**src/rtl/rand_pkg.sv**
```systemverilog
// Shared state type, LFSR constants and step function for rand_request_arbiter.
package rand_pkg;

    typedef enum logic [1:0] {IDLE, DRAW, DONE} state_t;

    localparam int                LFSR_W    = 16;
    localparam logic [LFSR_W-1:0] LFSR_TAPS = 16'hB400;
    localparam int                MAX_TRIES = 8;

    // Right-shifting Galois LFSR: the bit shifted out selects the tap XOR.
    function automatic logic [LFSR_W-1:0] lfsr_step(input logic [LFSR_W-1:0] v);
        return v[0] ? ((v >> 1) ^ LFSR_TAPS) : (v >> 1);
    endfunction

endpackage

```
**src/rtl/rand_rr_pick.sv**
```systemverilog
// Combinational round-robin picker: first asserted request at or after rr_ptr, circularly.
module rand_rr_pick
    import rand_pkg::*;
#(
    parameter int N_REQ = 4,
    parameter int PTR_W = $clog2(N_REQ)
) (
    input  logic [N_REQ-1:0] req,
    input  logic [PTR_W-1:0] rr_ptr,
    output logic [PTR_W-1:0] grant_idx,
    output logic             any_req
);

    logic [N_REQ-1:0] rot;
    logic [PTR_W-1:0] first;
    logic [PTR_W:0]   sum;

    // Rotate so rr_ptr lands on bit 0, find lowest set bit, then rotate the index back.
    always_comb begin
        rot   = N_REQ'({req, req} >> rr_ptr);
        first = '0;
        for (int unsigned j = N_REQ; j > 0; j--) begin
            if (rot[j-1]) first = PTR_W'(j - 1);
        end
        sum = {1'b0, rr_ptr} + {1'b0, first};
        if (sum >= (PTR_W+1)'(N_REQ)) grant_idx = PTR_W'(sum - (PTR_W+1)'(N_REQ));
        else                          grant_idx = sum[PTR_W-1:0];
        any_req = |req;
    end

endmodule

```
**src/rtl/rand_request_arbiter.sv**
```systemverilog
// Round-robin arbiter handing out bounded random values to N_REQ requesters.
// Source is a wrap counter by default; define RAND_LFSR_EN for a 16-bit Galois LFSR with rejection.
module rand_request_arbiter
    import rand_pkg::*;
#(
    parameter int          N_REQ     = 4,
    parameter int          SIZE_BITS = 9,
    parameter int          MIN_VAL   = 0,
    parameter int          MAX_VAL   = 479,
    parameter logic [15:0] SEED      = 16'hACE1
) (
    input  logic                 clk,
    input  logic                 resetN,
    input  logic [N_REQ-1:0]     req,
    output logic [N_REQ-1:0]     ack,
    output logic [SIZE_BITS-1:0] dout,
    output logic                 busy
);

    localparam int                   PTR_W    = $clog2(N_REQ);
    localparam int                   RANGE    = MAX_VAL - MIN_VAL + 1;
    localparam logic [SIZE_BITS:0]   RANGE_W  = (SIZE_BITS+1)'(RANGE);
    localparam logic [SIZE_BITS-1:0] MIN_W    = SIZE_BITS'(MIN_VAL);
    localparam logic [LFSR_W-1:0]    SEED_EFF = (SEED == '0) ? LFSR_W'(1) : SEED;

    if (N_REQ < 2 || N_REQ > 8 || RANGE <= (1 << (SIZE_BITS-1)) || RANGE > (1 << SIZE_BITS)
        || SEED_EFF == '0) begin : g_cfg_check
        $error("rand_request_arbiter: illegal parameter set");
    end

    state_t               state, state_nxt;
    logic [PTR_W-1:0]     grant_idx, grant_nxt;
    logic [PTR_W-1:0]     rr_ptr, rr_nxt;
    logic [PTR_W-1:0]     pick_idx;
    logic                 any_req;
    logic [N_REQ-1:0]     ack_nxt;
    logic [SIZE_BITS-1:0] dout_nxt;
    logic [SIZE_BITS-1:0] sample;
    logic                 accept;

    rand_rr_pick #(
        .N_REQ (N_REQ),
        .PTR_W (PTR_W)
    ) u_pick (
        .req       (req),
        .rr_ptr    (rr_ptr),
        .grant_idx (pick_idx),
        .any_req   (any_req)
    );

`ifdef RAND_LFSR_EN
    localparam int TRY_W = $clog2(MAX_TRIES + 1);

    logic [LFSR_W-1:0]    lfsr;
    logic [TRY_W-1:0]     tries, tries_nxt;
    logic [SIZE_BITS-1:0] cand;
    logic                 in_range;

    assign cand     = lfsr[SIZE_BITS-1:0];
    assign in_range = ({1'b0, cand} < RANGE_W);
    // After MAX_TRIES rejections the folded candidate is taken; cand < 2*RANGE keeps it in range.
    assign accept   = in_range || (tries == TRY_W'(MAX_TRIES));
    assign sample   = in_range ? cand : SIZE_BITS'({1'b0, cand} - RANGE_W);

    always_ff @(posedge clk or negedge resetN) begin
        if (!resetN) begin
            lfsr  <= SEED_EFF;
            tries <= '0;
        end else begin
            lfsr  <= lfsr_step(lfsr);
            tries <= tries_nxt;
        end
    end
`else
    logic [SIZE_BITS-1:0] counter;

    assign accept = 1'b1;
    assign sample = counter;

    always_ff @(posedge clk or negedge resetN) begin
        if (!resetN)                                    counter <= '0;
        else if ({1'b0, counter} == RANGE_W - 1'b1)     counter <= '0;
        else                                            counter <= counter + 1'b1;
    end
`endif

    always_comb begin
        state_nxt = state;
        grant_nxt = grant_idx;
        rr_nxt    = rr_ptr;
        ack_nxt   = '0;
        dout_nxt  = dout;
`ifdef RAND_LFSR_EN
        tries_nxt = tries;
`endif
        case (state)
            IDLE: begin
`ifdef RAND_LFSR_EN
                tries_nxt = '0;
`endif
                if (any_req) begin
                    grant_nxt = pick_idx;
                    state_nxt = DRAW;
                end
            end
            DRAW: begin
                // A dropped request aborts without moving the round-robin pointer.
                if (!req[grant_idx]) begin
                    state_nxt = IDLE;
                end else if (accept) begin
                    dout_nxt  = MIN_W + sample;
                    ack_nxt   = N_REQ'(1) << grant_idx;
                    rr_nxt    = (grant_idx == PTR_W'(N_REQ - 1)) ? '0 : grant_idx + 1'b1;
                    state_nxt = DONE;
                end
`ifdef RAND_LFSR_EN
                else begin
                    tries_nxt = tries + 1'b1;
                end
`endif
            end
            DONE:    state_nxt = IDLE;
            default: state_nxt = IDLE;
        endcase
    end

    always_ff @(posedge clk or negedge resetN) begin
        if (!resetN) begin
            state     <= IDLE;
            grant_idx <= '0;
            rr_ptr    <= '0;
            ack       <= '0;
            dout      <= '0;
        end else begin
            state     <= state_nxt;
            grant_idx <= grant_nxt;
            rr_ptr    <= rr_nxt;
            ack       <= ack_nxt;
            dout      <= dout_nxt;
        end
    end

    assign busy = (state != IDLE);

endmodule

```
**config.mk**
```make
export PLATFORM = sky130hd
export DESIGN_NAME = rand_request_arbiter
export DESIGN_NICKNAME = d
export VERILOG_FILES = /design/src/rtl/rand_pkg.sv /design/src/rtl/rand_rr_pick.sv /design/src/rtl/rand_request_arbiter.sv
export SDC_FILE = /design/constraint.sdc
export NUM_CORES = 1
export LEC_CHECK = 0
export CAP_MARGIN = 40
export CORE_UTILIZATION = 40
export DETAILED_ROUTE_END_ITERATION = 8
export MAX_ROUTING_LAYER = met4
export PLACE_DENSITY = 0.69
export SYNTH_ARGS = -nofsm -noshare
export SYNTH_HDL_FRONTEND = slang
export SYNTH_SLANG_ARGS = --single-unit
```
**constraint.sdc**
```tcl
create_clock -name clk -period 4.74 [get_ports clk]
set_input_delay 0.948 -clock clk [delete_from_list [all_inputs] [get_ports clk]]
set_output_delay 0.948 -clock clk [all_outputs]
set_load 0.02 [all_outputs]
```
# After elaboration in Yosys (flattened, before gate mapping)
# Index checks and enable logic that the tools add are counted.
# totals
register_bits	28
word_cells	37
in_bits	6
output_inout_bits	14
# op_classes
n_lt_le_gt_ge	2
eq_ne	4
addsub	4
mux	14
n_reduce_logical	5
shift	2
# op_table
cell	count
$mux 2	8
$add 9x1->9 const B	1
$eq 9x9->1 const B	1
$mux 9	1
$mux 4	2
$shr 8x2->4	1
$pmux 2 s2	1
$reduce_and 2->1	2
$reduce_or 4->1	1
$shl 1x2->4 const A	1
$add 2x2->3	1
$ge 3x3->1 const B	1
$lt 2x3->1 const B	1
$add 2x1->2 const B	1
$bmux 1 s2	1
$eq 2x1->1 const B	1
$eq 2x2->1 const B	1
$logic_not 2->1	1
$ne 2x2->1 const B	1
$reduce_bool 2->1	1
$sub 2x1->2 const B	1
$mux 1	1

# Depth between registers and ports, before layout
# depth
depth_word	8
depth_mapped	9
mapped_depth_nobuf	8

# Hierarchy
# Synthesis repeated with hierarchy kept, for this count alone.
# unflattened
hier_cells	119
area_unflattened_um2	1401.3
# by_module_without_submodules
module	seq_area_each_um2	area_per_inst_um2	instances	cells_per_inst
rand_request_arbiter	700.7	1222.4	1	92
rand_rr_pick	0.0	178.9	1	27

# Worst setup path before layout
# No wires, ideal clock.
# synth_timing
path_type	in2reg
startpoint	in req[2]
endpoint	reg grant_idx[1]
arrival_ns	2.211
slack_ns	2.447
t_required_ns	4.658
setup_ns	0.082
cell_stages	9
n_path_buf	1
path_cell_list	buf_6 and2b_1 a21oi_1 o22ai_1 o21a_1 ha_1 xor2_1 a31o_1 a31oi_1
# synth_via
elab_chain_len	8
word_cells_on_any_way	11
classes_between	add/sub (2); order compare (1); shift (1); mux (5); reduce/logical (2)
# synth_rtl
element	line_no	rtl
start, declared	rand_request_arbiter.sv:14	input logic [N_REQ-1:0] req,
$shr 8x2->4	rand_rr_pick.sv:20	rot = N_REQ'({req, req} >> rr_ptr);
$mux 2 (4 in a row)	rand_rr_pick.sv:23	if (rot[j-1]) first = PTR_W'(j - 1);
$add 2x2->3	rand_rr_pick.sv:25	sum = {1'b0, rr_ptr} + {1'b0, first};
$ge 3x3->1 / $sub 2x1->2 (equally long branches)	rand_rr_pick.sv:26	if (sum >= (PTR_W+1)'(N_REQ)) grant_idx = PTR_W'(sum - (PTR_W+1)'(N_REQ));
$mux 2	rand_rr_pick.sv:26	
end signal, assigned	rand_request_arbiter.sv:136	grant_idx <= grant_nxt;
end, declared	rand_request_arbiter.sv:32	logic [PTR_W-1:0] grant_idx, grant_nxt;
# Parallel ways exist; a longest one is shown, timed or not.
# A chain may end at the register's enable or synchronous reset.

# Final worst setup path
# Same ends and word-level chain as after synthesis.

==> impl_metrics.toml <==
[die]
dieArea_um2 = 3673
fp.dieW_um = 60.61
core_um2 = 3153
io_pins = 20
num_rows = 20
initial_core_util_pct = 43.57
die_h_um = 60.61

[sta]
period_share_pct = 55.25
maxSlewHeadroom_pct = 77.35
period_needed_ns = 2.619
fin_worst_skew_ns = 0.01872
tightest_slew_ns = 0.3397
fin_tns_setup_ns = 0
setup_viol = 0
rsz0062_at_grt = "no"
hold_violations = 0
slew_viol_final = 0
max_freq_mhz = 381.8

[grt]
grt_pass1_vias = 966
grt_pass1_wl_um = 4084
grt_start_max_net_pins = 29
grt.total_usage_pct = 15.62
gr-total-overflow = 0
antenna_found_initial = 0

[cells_and_area]
fill_cells = 289
diodes = 0
final_core_util_pct = 52.62
final_cell_mix = "dfrtp_1, clkdlybuf4s50_1, mux2_2"
seq_area_um2 = 700.7
multi_input_area_um2 = 626.9
drive_gt1_share_pct = 13.89
layout_commonest_cell = "dfrtp_1"
nNetsFinal = 157
syn2layout_area_growth_pct = 20.76

[synth]
seq_area_frac_synth_pct = 51.00
syn-cell-area_um2 = 1374
yosysUniqueCellTypes = 34
avgSynthCellArea_um2 = 11.17
yosysWarnings = 0
postSynthCellCount = 123
synth_nets = 135
ys_ff_latch = 28

[clocking]
clk_pin_slew_worst_paths_ns = 0.15
htreeDepth = 1
holdBufCountCts = 0
root_buffer = "clkbuf_4"
cts_resized = 0
clockBufferDepth = 2
cts_tree = "done"
post_cts_buffers = 0
insertion_delay_ns = 0.33
cts_made_buffers = 3
cts.sinks = 28

[worst_setup_path]
r2r_end = "grant_idx[1]"
worst-path-max-fanout = 9
worstRegToRegCells = 8
cp.required_ns = 5.01
worst-setup-path-type = "in -> reg"
arrival_ns = 2.89
worstSetupStartpointType = "input pin"
worstReg2RegStart = "rr_ptr[1]"
regToRegSetupSlack_ns = 2.93
endpoint_kind = "register"

[hold_path]
whs_path_depth = 1
hold_class = "reg -> reg"
hold_start = "counter[0]"
holdPathEnd = "counter[0]"

[placement]
hpwl_um = 1595
portBuffers = 19
routabilityCongestion = 0.7557

[status]
outcome = "complete, no violations"

[power]
ir_drop_v = 0.0003544
power_density_nw_per_um2 = 506.8
total_power_uw = 840.8
cellLeakagePower_nw = 0.7315

[detailed_routing]
post-route-drc-count = 0
vias = 967
wl_per_cell_um = 11.75
drt_iter0_drc = 17
via_per_inst = 5.144
firstDrtPassIters = 4
totalWireLength_um = 2209
antenna_left = 0

[job]
max-cap-violations = 0
==> flip-flops by register name, summed over array words and instances, names as in the netlist <==
register   count
ack            4
counter        9
dout           9
grant_idx      2
rr_ptr         2
state          2
==> cell families after synthesis <==
group / share of synthesized area (%)
buf+inv: 3.369
mux: 12.02
compound gates: 8.016
simple gates: 17.58
xor+xnor: 2.551
fa+ha+maj: 5.464
flops: 51.00
==> report_power, final <==
group | total (mW) | switching (mW) | internal [mW]
logic | 0.342 | 0.165 | 0.177
registers | 0.347 | 0.0526 | 0.294
clock network | 0.152 | 0.0663 | 0.0856
==> synthesized netlist by cell type <==
library cell | instances | area, um2
nor3_1 | 1 | 5.000
o21a_1 | 1 | 7.510
nand3_1 | 2 | 10.01
nand4b_4 | 1 | 23.77
a21oi_1 | 3 | 15.01
a22o_1 | 1 | 8.760
buf_2 | 1 | 5.000
ha_1 | 6 | 75.07
clkbuf_1 | 1 | 3.750
dfrtp_1 | 28 | 700.7
a31oi_1 | 1 | 6.260
nand3b_1 | 2 | 15.01
o22ai_1 | 1 | 6.260
a21o_1 | 1 | 7.510
mux2i_1 | 3 | 30.03
and2b_1 | 2 | 15.01
nor2_1 | 11 | 41.29
o211ai_1 | 1 | 7.510
xor2_1 | 3 | 26.28
o31ai_1 | 1 | 7.510
nor2b_1 | 4 | 25.02
nand4_1 | 3 | 18.77
mux2_2 | 12 | 135.1
and4_1 | 1 | 8.760
or2_2 | 1 | 6.260
o21ai_0 | 7 | 35.03
nor3b_1 | 2 | 15.01
a31o_1 | 1 | 8.760
or4b_4 | 1 | 13.76
nor4_1 | 1 | 6.260
buf_6 | 1 | 11.26
inv_1 | 7 | 26.28
xnor2_1 | 1 | 8.760
nand2_1 | 10 | 37.54
==> layer usage <==
layer	vias up	share of wire [%]	routed length [um]	track usage [%]
met3	6	4.9	108	4.691
met4	0	2.1	47	5.195
met2	30	47	1028	25.12
met5	-	0	0	-
li1	468	-	-	-
met1	463	46	1025	18.74
==> final cells by class <==
type | instances | area share (%)
sequential | 28 | 42.23
multi-input combinational | 85 | 37.78
timing repair buffer | 20 | 11.92
tap | 44 | 3.318
clock inverter | 1 | 1.810
inverter | 7 | 1.584
clock buffer | 3 | 1.357
==> how the worst max path moves through the flow <==
stage	startpoint	endpoint	cells past startpoint	slack, ns
after floorplan	req[2]	grant_idx[1]	9	2.45
after detailed placement	req[2]	grant_idx[1]	9	1.78
after global placement	req[2]	grant_idx[1]	9	1.86
after CTS	req[2]	grant_idx[1]	9	2.13
final	req[2]	grant_idx[1]	9	2.12
after global routing	req[2]	grant_idx[1]	9	2.00
==> worst max-delay path: stages <==
cell	delay [ns]
clkdlybuf4s50_1	0.63
and2b_1	0.23
a21oi_1	0.11
o22ai_1	0.09
o21a_1	0.19
ha_1	0.19
xor2_1	0.15
a31o_1	0.20
a31oi_1	0.15
==> through the flow <==
stage	hold WS [ns]	cell area [um2]	cells	setup WS (ns)
4_1_cts	0.5126	1659	188	2.131
3_3_place_gp	0.4804	1607	184	1.861
3_5_place_dp	0.4917	1607	184	1.776
6_report	0.5013	1659	188	2.121
2_1_floorplan	0.4509	1374	123	2.447
5_1_grt	0.5356	1659	188	2.004
(Power assumes the default switching activity.)
